### config.mk
export PLATFORM = sky130hd
export DESIGN_NAME = sys_cmd_decoder
export DESIGN_NICKNAME = d
export VERILOG_FILES = /design/src/rtl/sys_cmd_pkg.sv /design/src/rtl/cmd_timeout_timer.sv /design/src/rtl/sys_cmd_decoder.sv
export SDC_FILE = /design/constraint.sdc
export NUM_CORES = 1
export LEC_CHECK = 0
export ABC_AREA = 1
export CORE_MARGIN = 3
export CORE_UTILIZATION = 30
export DETAILED_ROUTE_END_ITERATION = 10
export SLEW_MARGIN = 30
export SYNTH_ARGS = -nofsm -noshare
export SYNTH_HDL_FRONTEND = slang
export SYNTH_SLANG_ARGS = --single-unit
export TNS_END_PERCENT = 10
### constraint.sdc
create_clock -name CLK -period 1.54 [get_ports CLK]
set_input_delay 0.308 -clock CLK [delete_from_list [all_inputs] [get_ports CLK]]
set_output_delay 0.308 -clock CLK [all_outputs]
set_load 0.01 [all_outputs]
### src/rtl/sys_cmd_pkg.sv
// sys_cmd_pkg
//   Shared definitions for the UART command decoder: opcode bytes, FSM state
//   encoding, the register file addresses that receive the ALU operands, and a
//   helper that identifies the states that wait for the next command byte.
//   No ports; imported by sys_cmd_decoder.
package sys_cmd_pkg;

    localparam logic [7:0] CMD_WR      = 8'hAA;
    localparam logic [7:0] CMD_RD      = 8'hBB;
    localparam logic [7:0] CMD_ALU_OP  = 8'hCC;
    localparam logic [7:0] CMD_ALU_NOP = 8'hDD;

    localparam logic [3:0] ST_IDLE     = 4'd0;
    localparam logic [3:0] ST_WR_ADDR  = 4'd1;
    localparam logic [3:0] ST_WR_DATA  = 4'd2;
    localparam logic [3:0] ST_RD_ADDR  = 4'd3;
    localparam logic [3:0] ST_RD_WAIT  = 4'd4;
    localparam logic [3:0] ST_TX_RD    = 4'd5;
    localparam logic [3:0] ST_ALU_OPA  = 4'd6;
    localparam logic [3:0] ST_ALU_OPB  = 4'd7;
    localparam logic [3:0] ST_ALU_FN   = 4'd8;
    localparam logic [3:0] ST_ALU_WAIT = 4'd9;
    localparam logic [3:0] ST_TX_LSB   = 4'd10;
    localparam logic [3:0] ST_TX_MSB   = 4'd11;

    typedef enum logic [3:0] {
        S_IDLE     = ST_IDLE,
        S_WR_ADDR  = ST_WR_ADDR,
        S_WR_DATA  = ST_WR_DATA,
        S_RD_ADDR  = ST_RD_ADDR,
        S_RD_WAIT  = ST_RD_WAIT,
        S_TX_RD    = ST_TX_RD,
        S_ALU_OPA  = ST_ALU_OPA,
        S_ALU_OPB  = ST_ALU_OPB,
        S_ALU_FN   = ST_ALU_FN,
        S_ALU_WAIT = ST_ALU_WAIT,
        S_TX_LSB   = ST_TX_LSB,
        S_TX_MSB   = ST_TX_MSB
    } state_t;

    localparam int ALU_OPA_ADDR = 0;
    localparam int ALU_OPB_ADDR = 1;

    // States that sit waiting for the next byte of a frame.
    function automatic logic waits_for_byte(input state_t s);
        return (s == S_WR_ADDR) || (s == S_WR_DATA) || (s == S_RD_ADDR) ||
               (s == S_ALU_OPA) || (s == S_ALU_OPB) || (s == S_ALU_FN);
    endfunction

endpackage

### src/rtl/cmd_timeout_timer.sv
// cmd_timeout_timer
//   Inter-byte timeout. Down-counter reloaded with TIMEOUT_CYCLES-1 on clear
//   or while not running; expire is high once the count reaches zero while run
//   is high.
// Ports
//   CLK     in  clock
//   RST     in  asynchronous active-low reset
//   run     in  count while high
//   clear   in  reload the counter
//   expire  out terminal count reached
module cmd_timeout_timer #(
    parameter int TIMEOUT_CYCLES = 4096
) (
    input  logic CLK,
    input  logic RST,
    input  logic run,
    input  logic clear,
    output logic expire
);

    localparam int CW = (TIMEOUT_CYCLES > 2) ? $clog2(TIMEOUT_CYCLES) : 1;
    localparam logic [CW-1:0] LOAD = CW'(TIMEOUT_CYCLES - 1);

    logic [CW-1:0] cnt_q, cnt_d;

    always_comb begin
        cnt_d = cnt_q;
        if (clear || !run) begin
            cnt_d = LOAD;
        end else if (cnt_q != '0) begin
            cnt_d = cnt_q - 1'b1;
        end
    end

    always_ff @(posedge CLK or negedge RST) begin
        if (!RST) begin
            cnt_q <= LOAD;
        end else begin
            cnt_q <= cnt_d;
        end
    end

    // Independent of clear so the decoder can derive clear from its next state.
    assign expire = run && (cnt_q == '0);

endmodule

### src/rtl/sys_cmd_decoder.sv
// sys_cmd_decoder
//   Responder end of the UART command protocol. Parses write (AA), read (BB),
//   ALU-with-operands (CC) and ALU-without-operands (DD) frames, strobes the
//   register file and ALU, and pushes response bytes toward the TX FIFO.
//   Optional inter-byte timeout: define CMD_TIMEOUT_EN.
// Ports
//   CLK, RST (async active-low)
//   RX_P_DATA/RX_D_VLD          received byte stream
//   RF_RdData/RF_RdData_VLD     register file read return
//   ALU_OUT/ALU_OUT_VLD         ALU result return
//   TX_FULL                     TX FIFO full
//   RF_WrEn/RF_RdEn/RF_Address/RF_WrData   register file access
//   ALU_EN/ALU_FUN/CLK_GATE_EN  ALU control
//   TX_P_DATA/TX_D_VLD          TX FIFO push
//   CMD_ERR                     unknown opcode, dropped byte or timeout
//
// state    | meaning
// IDLE     | waiting for an opcode
// WR_ADDR  | write: waiting for address
// WR_DATA  | write: waiting for data
// RD_ADDR  | read: waiting for address
// RD_WAIT  | read: waiting for RF_RdData_VLD
// TX_RD    | read: pushing read data
// ALU_OPA  | ALU: waiting for operand A (to RF addr 0)
// ALU_OPB  | ALU: waiting for operand B (to RF addr 1)
// ALU_FN   | ALU: waiting for function byte
// ALU_WAIT | ALU: waiting for ALU_OUT_VLD
// TX_LSB   | ALU: pushing result low byte
// TX_MSB   | ALU: pushing result high byte
module sys_cmd_decoder
    import sys_cmd_pkg::*;
#(
    parameter int DATA_WIDTH    = 8,
    parameter int ADDRESS_WIDTH = 4,
    parameter int ALU_FUN_WIDTH = 4,
    parameter int ALU_OUT_WIDTH = 16
`ifdef CMD_TIMEOUT_EN
    ,
    parameter int TIMEOUT_CYCLES = 4096
`endif
) (
    input  logic                     CLK,
    input  logic                     RST,
    input  logic [DATA_WIDTH-1:0]    RX_P_DATA,
    input  logic                     RX_D_VLD,
    input  logic [DATA_WIDTH-1:0]    RF_RdData,
    input  logic                     RF_RdData_VLD,
    input  logic [ALU_OUT_WIDTH-1:0] ALU_OUT,
    input  logic                     ALU_OUT_VLD,
    input  logic                     TX_FULL,
    output logic                     RF_WrEn,
    output logic                     RF_RdEn,
    output logic [ADDRESS_WIDTH-1:0] RF_Address,
    output logic [DATA_WIDTH-1:0]    RF_WrData,
    output logic                     ALU_EN,
    output logic [ALU_FUN_WIDTH-1:0] ALU_FUN,
    output logic                     CLK_GATE_EN,
    output logic [DATA_WIDTH-1:0]    TX_P_DATA,
    output logic                     TX_D_VLD,
    output logic                     CMD_ERR
);

    state_t                   state_q, state_d;
    logic                     rf_wren_q, rf_wren_d;
    logic                     rf_rden_q, rf_rden_d;
    logic [ADDRESS_WIDTH-1:0] rf_addr_q, rf_addr_d;
    logic [DATA_WIDTH-1:0]    rf_wrdata_q, rf_wrdata_d;
    logic                     alu_en_q, alu_en_d;
    logic [ALU_FUN_WIDTH-1:0] alu_fun_q, alu_fun_d;
    logic                     clk_gate_q, clk_gate_d;
    logic [DATA_WIDTH-1:0]    tx_data_q, tx_data_d;
    logic                     tx_vld_q, tx_vld_d;
    logic                     cmd_err_q, cmd_err_d;
    logic [ALU_OUT_WIDTH-1:0] alu_res_q, alu_res_d;
    logic                     tmo_expire;

`ifdef CMD_TIMEOUT_EN
    logic tmo_run, tmo_clear;

    assign tmo_run   = waits_for_byte(state_q);
    assign tmo_clear = RX_D_VLD || (state_d != state_q);

    cmd_timeout_timer #(
        .TIMEOUT_CYCLES (TIMEOUT_CYCLES)
    ) u_timeout (
        .CLK    (CLK),
        .RST    (RST),
        .run    (tmo_run),
        .clear  (tmo_clear),
        .expire (tmo_expire)
    );
`else
    assign tmo_expire = 1'b0;
`endif

    always_comb begin
        state_d     = state_q;
        rf_wren_d   = 1'b0;
        rf_rden_d   = 1'b0;
        alu_en_d    = 1'b0;
        tx_vld_d    = 1'b0;
        cmd_err_d   = 1'b0;
        rf_addr_d   = rf_addr_q;
        rf_wrdata_d = rf_wrdata_q;
        alu_fun_d   = alu_fun_q;
        tx_data_d   = tx_data_q;
        alu_res_d   = alu_res_q;

        case (state_q)
            S_IDLE: begin
                if (RX_D_VLD) begin
                    if (RX_P_DATA == DATA_WIDTH'(CMD_WR))           state_d = S_WR_ADDR;
                    else if (RX_P_DATA == DATA_WIDTH'(CMD_RD))      state_d = S_RD_ADDR;
                    else if (RX_P_DATA == DATA_WIDTH'(CMD_ALU_OP))  state_d = S_ALU_OPA;
                    else if (RX_P_DATA == DATA_WIDTH'(CMD_ALU_NOP)) state_d = S_ALU_FN;
                    else                                            cmd_err_d = 1'b1;
                end
            end
            S_WR_ADDR: begin
                if (RX_D_VLD) begin
                    rf_addr_d = RX_P_DATA[ADDRESS_WIDTH-1:0];
                    state_d   = S_WR_DATA;
                end
            end
            S_WR_DATA: begin
                if (RX_D_VLD) begin
                    rf_wrdata_d = RX_P_DATA;
                    rf_wren_d   = 1'b1;
                    state_d     = S_IDLE;
                end
            end
            S_RD_ADDR: begin
                if (RX_D_VLD) begin
                    rf_addr_d = RX_P_DATA[ADDRESS_WIDTH-1:0];
                    rf_rden_d = 1'b1;
                    state_d   = S_RD_WAIT;
                end
            end
            S_RD_WAIT: begin
                cmd_err_d = RX_D_VLD;
                if (RF_RdData_VLD) begin
                    tx_data_d = RF_RdData;
                    state_d   = S_TX_RD;
                end
            end
            S_TX_RD: begin
                cmd_err_d = RX_D_VLD;
                if (!TX_FULL) begin
                    tx_vld_d = 1'b1;
                    state_d  = S_IDLE;
                end
            end
            S_ALU_OPA: begin
                if (RX_D_VLD) begin
                    rf_addr_d   = ADDRESS_WIDTH'(ALU_OPA_ADDR);
                    rf_wrdata_d = RX_P_DATA;
                    rf_wren_d   = 1'b1;
                    state_d     = S_ALU_OPB;
                end
            end
            S_ALU_OPB: begin
                if (RX_D_VLD) begin
                    rf_addr_d   = ADDRESS_WIDTH'(ALU_OPB_ADDR);
                    rf_wrdata_d = RX_P_DATA;
                    rf_wren_d   = 1'b1;
                    state_d     = S_ALU_FN;
                end
            end
            S_ALU_FN: begin
                if (RX_D_VLD) begin
                    alu_fun_d = RX_P_DATA[ALU_FUN_WIDTH-1:0];
                    alu_en_d  = 1'b1;
                    state_d   = S_ALU_WAIT;
                end
            end
            S_ALU_WAIT: begin
                cmd_err_d = RX_D_VLD;
                if (ALU_OUT_VLD) begin
                    alu_res_d = ALU_OUT;
                    state_d   = S_TX_LSB;
                end
            end
            S_TX_LSB: begin
                cmd_err_d = RX_D_VLD;
                if (!TX_FULL) begin
                    tx_data_d = alu_res_q[DATA_WIDTH-1:0];
                    tx_vld_d  = 1'b1;
                    state_d   = S_TX_MSB;
                end
            end
            S_TX_MSB: begin
                cmd_err_d = RX_D_VLD;
                if (!TX_FULL) begin
                    tx_data_d = alu_res_q[2*DATA_WIDTH-1:DATA_WIDTH];
                    tx_vld_d  = 1'b1;
                    state_d   = S_IDLE;
                end
            end
            default: state_d = S_IDLE;
        endcase

        // A byte arriving on the expiry cycle still counts, so the timeout
        // only wins when the line is quiet.
        if (tmo_expire && !RX_D_VLD) begin
            state_d   = S_IDLE;
            cmd_err_d = 1'b1;
        end

        clk_gate_d = (state_d == S_ALU_OPA) || (state_d == S_ALU_OPB) ||
                     (state_d == S_ALU_FN)  || (state_d == S_ALU_WAIT);
    end

    always_ff @(posedge CLK or negedge RST) begin
        if (!RST) begin
            state_q     <= S_IDLE;
            rf_wren_q   <= 1'b0;
            rf_rden_q   <= 1'b0;
            rf_addr_q   <= '0;
            rf_wrdata_q <= '0;
            alu_en_q    <= 1'b0;
            alu_fun_q   <= '0;
            clk_gate_q  <= 1'b0;
            tx_data_q   <= '0;
            tx_vld_q    <= 1'b0;
            cmd_err_q   <= 1'b0;
            alu_res_q   <= '0;
        end else begin
            state_q     <= state_d;
            rf_wren_q   <= rf_wren_d;
            rf_rden_q   <= rf_rden_d;
            rf_addr_q   <= rf_addr_d;
            rf_wrdata_q <= rf_wrdata_d;
            alu_en_q    <= alu_en_d;
            alu_fun_q   <= alu_fun_d;
            clk_gate_q  <= clk_gate_d;
            tx_data_q   <= tx_data_d;
            tx_vld_q    <= tx_vld_d;
            cmd_err_q   <= cmd_err_d;
            alu_res_q   <= alu_res_d;
        end
    end

    assign RF_WrEn     = rf_wren_q;
    assign RF_RdEn     = rf_rden_q;
    assign RF_Address  = rf_addr_q;
    assign RF_WrData   = rf_wrdata_q;
    assign ALU_EN      = alu_en_q;
    assign ALU_FUN     = alu_fun_q;
    assign CLK_GATE_EN = clk_gate_q;
    assign TX_P_DATA   = tx_data_q;
    assign TX_D_VLD    = tx_vld_q;
    assign CMD_ERR     = cmd_err_q;

endmodule

## Word-level counts from Yosys, hierarchy flattened

Index checks and enable logic that the tools add are counted.

| operators by class | value |
|---|---|
| add/subtract/negate cells | 0 |
| $mul | 0 |
| div/mod/pow operators | 0 |
| $lt $le $gt $ge | 0 |
| equal/unequal tests | 25 |
| shifts and indexed selects | 0 |
| mux-type cells | 36 |
| bitwise logic cells | 0 |
| reduce and logical (&&, ||, !) cells | 16 |

Operators with widths:

| kind | number |
|---|---|
| $mux W4 | 18 |
| $pmux W4 S11 | 1 |
| $eq A8 B8 Y1 const B | 4 |
| $eq A4 B3 Y1 const B | 6 |
| $eq A4 B4 Y1 const B | 6 |
| $mux W8 | 3 |
| $pmux W8 S3 | 1 |
| $pmux W4 S3 | 1 |
| $mux W1 | 11 |
| $ne A2 B2 Y1 const B | 5 |
| $eq A4 B2 Y1 const B | 2 |
| $reduce_and A4 Y1 | 2 |
| $reduce_and A2 Y1 | 3 |
| $reduce_bool A3 Y1 | 2 |
| $reduce_or A3 Y1 | 2 |
| $reduce_or A5 Y1 | 1 |
| $eq A4 B1 Y1 const B | 1 |
| $logic_not A4 Y1 | 1 |
| $reduce_or A2 Y1 | 2 |
| $logic_or A1 B1 Y1 | 3 |
| $ne A2 B1 Y1 const B | 1 |
| $pmux W1 S2 | 1 |

| storage, ports and cells | value |
|---|---|
| flip-flop bits (word level) | 50 |
| bits in latches | 0 |
| bits in writable memories | 0 |
| memory bits (read-only) | 0 |
| bits of input ports | 38 |
| output and inout bits | 30 |
| word-level logic and storage cells | 89 |
| memories kept | 0 |

## Depth between registers and ports, before layout

Gate-level depths: netlist of the first run.

| logic depth | value |
|---|---|
| depth in word-level cells | 11 |
| mapped depth | 11 |
| gate-level depth less buffers | 11 |

## Worst setup path after synthesis of the first run

Ideal clock, no wire load.

| path | value |
|---|---|
| kind | register -> register |
| start point | reg state_q[1] |
| end point | reg alu_res_q[10] |
| setup time | 125 ps |
| data arrival time | 1242 ps |
| required time | 1415 ps |
| setup slack | 173 ps |
| cell stages (with the launch flop) | 7 |
| buffers on the path | 1 |
| clock period less this slack | 1367 ps |
| cell sequence | dfrtp_1 > inv_2 > nand2_2 > nor2_4 > nand2_4 > buf_6 > mux2_4 |

| between the ends | value |
|---|---|
| longest elaborated chain between the ends | 2 |

RTL lines:

| what | line | source |
|---|---|---|
| from (decl) | sys_cmd_decoder.sv:63 | `state_t state_q, state_d;` |
| from (signal assigned) | sys_cmd_decoder.sv:228 | `state_q <= state_d;` |
| $eq A4 B4 Y1 | sys_cmd_decoder.sv:109 | `case (state_q)` |
| $reduce_and A2 Y1 (no line) | n/a |  |
| to (signal assigned) | sys_cmd_decoder.sv:239 | `alu_res_q <= alu_res_d;` |
| to (decl) | sys_cmd_decoder.sv:74 | `logic [ALU_OUT_WIDTH-1:0] alu_res_q, alu_res_d;` |

No other way between the ends.
A chain may end at the register's enable or synchronous reset.

## Final worst setup path of the first run

| path | value |
|---|---|
| start point | reg rf_wrdata_q[4], in the netlist RF_WrData[4] |
| end point | out RF_WrData[4] |

RTL lines:

| what | line | source |
|---|---|---|
| from (decl) | sys_cmd_decoder.sv:67 | `logic [DATA_WIDTH-1:0] rf_wrdata_q, rf_wrdata_d;` |
| from (signal assigned) | sys_cmd_decoder.sv:232 | `rf_wrdata_q <= rf_wrdata_d;` |
| to (decl) | sys_cmd_decoder.sv:54 | `output logic [DATA_WIDTH-1:0] RF_WrData,` |

No word-level cell between the ends.

==> out/metrics.cfg, run 1 <==
[route]
routedWlPerCell_um=13.3
drc=0
met3_length_um=263
vias_per_cell=4.45
ant_nets=0
dr.pass1.iters=5
routed-via-count=2076
routed.top_layer=met4
wl_mm=6.20
wl_met2_mm=3.03
drtIter0Drc=136
wl_met1_mm=2.83

[pwr]
power.switching_mw=2.06
power_mw=5.76
p_leak_nw=1.88
internal_power_mw=3.70
ir_drop_mv=0.597
power.share.sequential_pct=39.5
power_frac_clock_pct=13.8
p_comb_share_pct=46.7
powerDensity_mw_per_mm2=1580
netSwitchingFraction_pct=35.7

[synthesis]
async_flop_share_pct=100
yosysWarnings=0
synthTopCellsByArea=dfrtp_1 (51%), nand2_1 (11%), mux2_4 (6.2%), nor2_1 (4.2%), inv_1 (3.4%)
synth_top_area_cell=dfrtp_1
syn_inst=260
ys_types=30
synth_area_mm2=0.00243
synth_ff_type=dfrtp_1
ys_ff_latch=50
synth_edf_count=0
seq_area_frac_synth_pct=51.4
synth_fp_nets=298
syn_avg_cell_area_um2=9.36
yosysTopAreaCellShare_pct=51.4

[setup_path]
arrival_ns=1.20
critPathLaunchType=flop
crit_slowest_cell=clkdlybuf4s50_1
worstPathCellList=clkdlybuf4s50_1
end_kind=output pin
ff2ff_path_depth=6
crit_cells=1
crit_fanout=2
crit_type=flop to output pin
cp_top_family=buffers and inverters
slowest_delay_ns=0.55
crit_required_ns=1.23
reg2reg_slack_ns=0.05
r2r_start=state_q[1]$_DFF_PN0_
crit-reg2reg-capture=alu_res_q[14]$_DFFE_PN0P_
worst-path-buf-inv=1

[outcome]
status=complete, no violations

[clock_tree]
insertion_delay_ns=0.30
clock_sinks=50
cts_tree=done
numCtsBuffers=5
cts_root_buf=clkbuf_8
h-tree-depth=2
clk_pin_slew_ns=0.09
max-clock-path-buffers=2

[cells_and_area]
layout.cells.non_filler=467
diodes=0
drive_above_1_share_pct=23.8
finalInstanceArea_mm2=0.00365
syn_to_final_growth_pct=49.9
layout.nets=402

[sta]
slew_headroom_pct=78.4
rsz0062_at_grt=true
final.min_clock_period_ns=1.51
setup_ws_ns=0.0342
slew_violations=0
hold_viol_final=0
skew_ns=0.00733
max_freq_mhz=664
finalCritPeriodShare_pct=97.8
worst-slew-pin-transition_ns=0.325
setup_viol=0

[flow_run]
max_cap_viol_count=0

[die]
start_util_pct=31.2
io_pins=68
die_h_um=96.0
rows=32
coreArea_mm2=0.00781
die_area_mm2=0.00922
die_w_um=96.0

[hold_path]
min_path_type=input pin to flop
min_from=RX_P_DATA[3]
min_to=RF_WrData[3]$_DFFE_PN0P_
holdPathStages=3

[grt]
grtUsageTotal_pct=14.0
overflow=0
grt_max_degree=51
grt_pass1_vias=2008
antenna_found_initial=0
grt_pass1_wl_mm=9.95

[placement]
place_ws_ns=-0.197
placedCellCount=457
place_congestion=0.919
io_buffers=67
hpwl_mm=4.78
place_area_mm2=0.00347

==> power by group through the flow <==
stage / Sequential [mW] / Clock, mW / Combinational [mW]
after global placement: 2.28 / 0 / 2.77
after floorplan: 2.38 / 0 / 1.30
after detailed placement: 2.28 / 0 / 2.79
final: 2.27 / 0.797 / 2.69
after CTS: 2.27 / 0.839 / 2.74
after global routing: 2.36 / 0.881 / 2.97
==> cells in the final DEF, fill, tap and decap left out, types with 2 or more instances in the layout <==
master / n
nor2_1: 23
nand2_1: 72
clkdlybuf4s50_1: 42
mux2_4: 10
nand3_1: 14
dlygate4sd2_1: 7
a41oi_2: 2
clkbuf_8: 6
nor2_2: 3
buf_12: 4
nand4_1: 5
o211ai_1: 2
inv_2: 6
dlymetal6s2s_1: 17
nand2_2: 4
nor2_4: 4
buf_4: 28
nor3_1: 3
o21ai_0: 12
a41oi_1: 6
nand2_4: 3
o21ai_1: 2
dfrtp_2: 3
dfrtp_1: 47
mux2_2: 6
inv_1: 20
==> sequential cells by signal, summed over array words and instances, names as in the netlist <==
signal       cells
RF_RdEn          1
TX_P_DATA        8
ALU_EN           1
RF_Address       4
alu_res_q       16
TX_D_VLD         1
CLK_GATE_EN      1
RF_WrData        8
RF_WrEn          1
CMD_ERR          1
state_q          4
ALU_FUN          4
==> what timing repair did <==
action	4_1_cts	5_1_grt
pin swaps	0	2
setup buffers	0	1
endpoints found under the setup margin	7	34
hold buffers	1	0
resized for setup	7	30
hold endpoints to repair	41	0
==> metal layers <==
layer	GRT usage, %	vias up
li1	-	1061
met1	19.7	961
met3	2.81	7
met4	3.91	0
met2	21.6	47
met5	0	-
==> cell usage after synthesis (2+ instances only) <==
cell type / n
nand2_4: 3
dfrtp_1: 50
a41oi_1: 6
o21ai_0: 13
mux2_4: 10
nor2_4: 2
mux2_2: 6
o211ai_1: 2
nand3_1: 14
nand2_2: 3
nor2_1: 27
a41oi_2: 2
nand4_1: 5
buf_6: 3
nand2_1: 73
inv_2: 4
nor3_1: 3
inv_1: 22
==> through the flow <==
stage | setup TNS (ns) | util, % | hold WS (ns)
after CTS | 0 | 45.7 | 0.494
after detailed placement | -0.641 | 44.5 | 0.322
after global placement | -0.576 | 44.5 | 0.319
after floorplan | 0 | - | 0.0124
final | 0 | 46.7 | 0.383
after global routing | -0.0236 | 46.7 | 0.377
==> cell families after synthesis <==
family          synth area share (%)
compound gates                  9.41
buf+inv                         5.92
simple gates                    24.3
mux                             8.95
flops                           51.4
==> worst max path at each step <==
stage | startpoint | to
2_1_floorplan | state_q[1]$_DFF_PN0_ | alu_res_q[10]$_DFFE_PN0P_
3_3_place_gp | RX_P_DATA[2] | CLK_GATE_EN$_DFF_PN0_
3_5_place_dp | RX_P_DATA[3] | CLK_GATE_EN$_DFF_PN0_
4_1_cts | RF_WrData[1]$_DFFE_PN0P_ | RF_WrData[1]
5_1_grt | state_q[3]$_DFF_PN0_ | RF_Address[0]$_DFFE_PN0P_
6_report | RF_WrData[4]$_DFFE_PN0P_ | RF_WrData[4]
==> final cells by class <==
cell class	count	area, µm²
Clock buffer	6	82.6
Sequential cell	50	1250
Timing Repair Buffer	100	1000
Inverter	28	110
Multi-Input combinational cell	179	1060
Fill cell	752	4160
Clock inverter	2	12.5
Tap cell	102	128
No activity file was read; power rests on OpenSTA's default activity.
==> run 2: changes to the inputs <==
- ABC_CLOCK_PERIOD_IN_PS: default -> 1540
==> results of run 2 <==
Same layout as run 1: the final DEF is identical, and so are final timing and power.
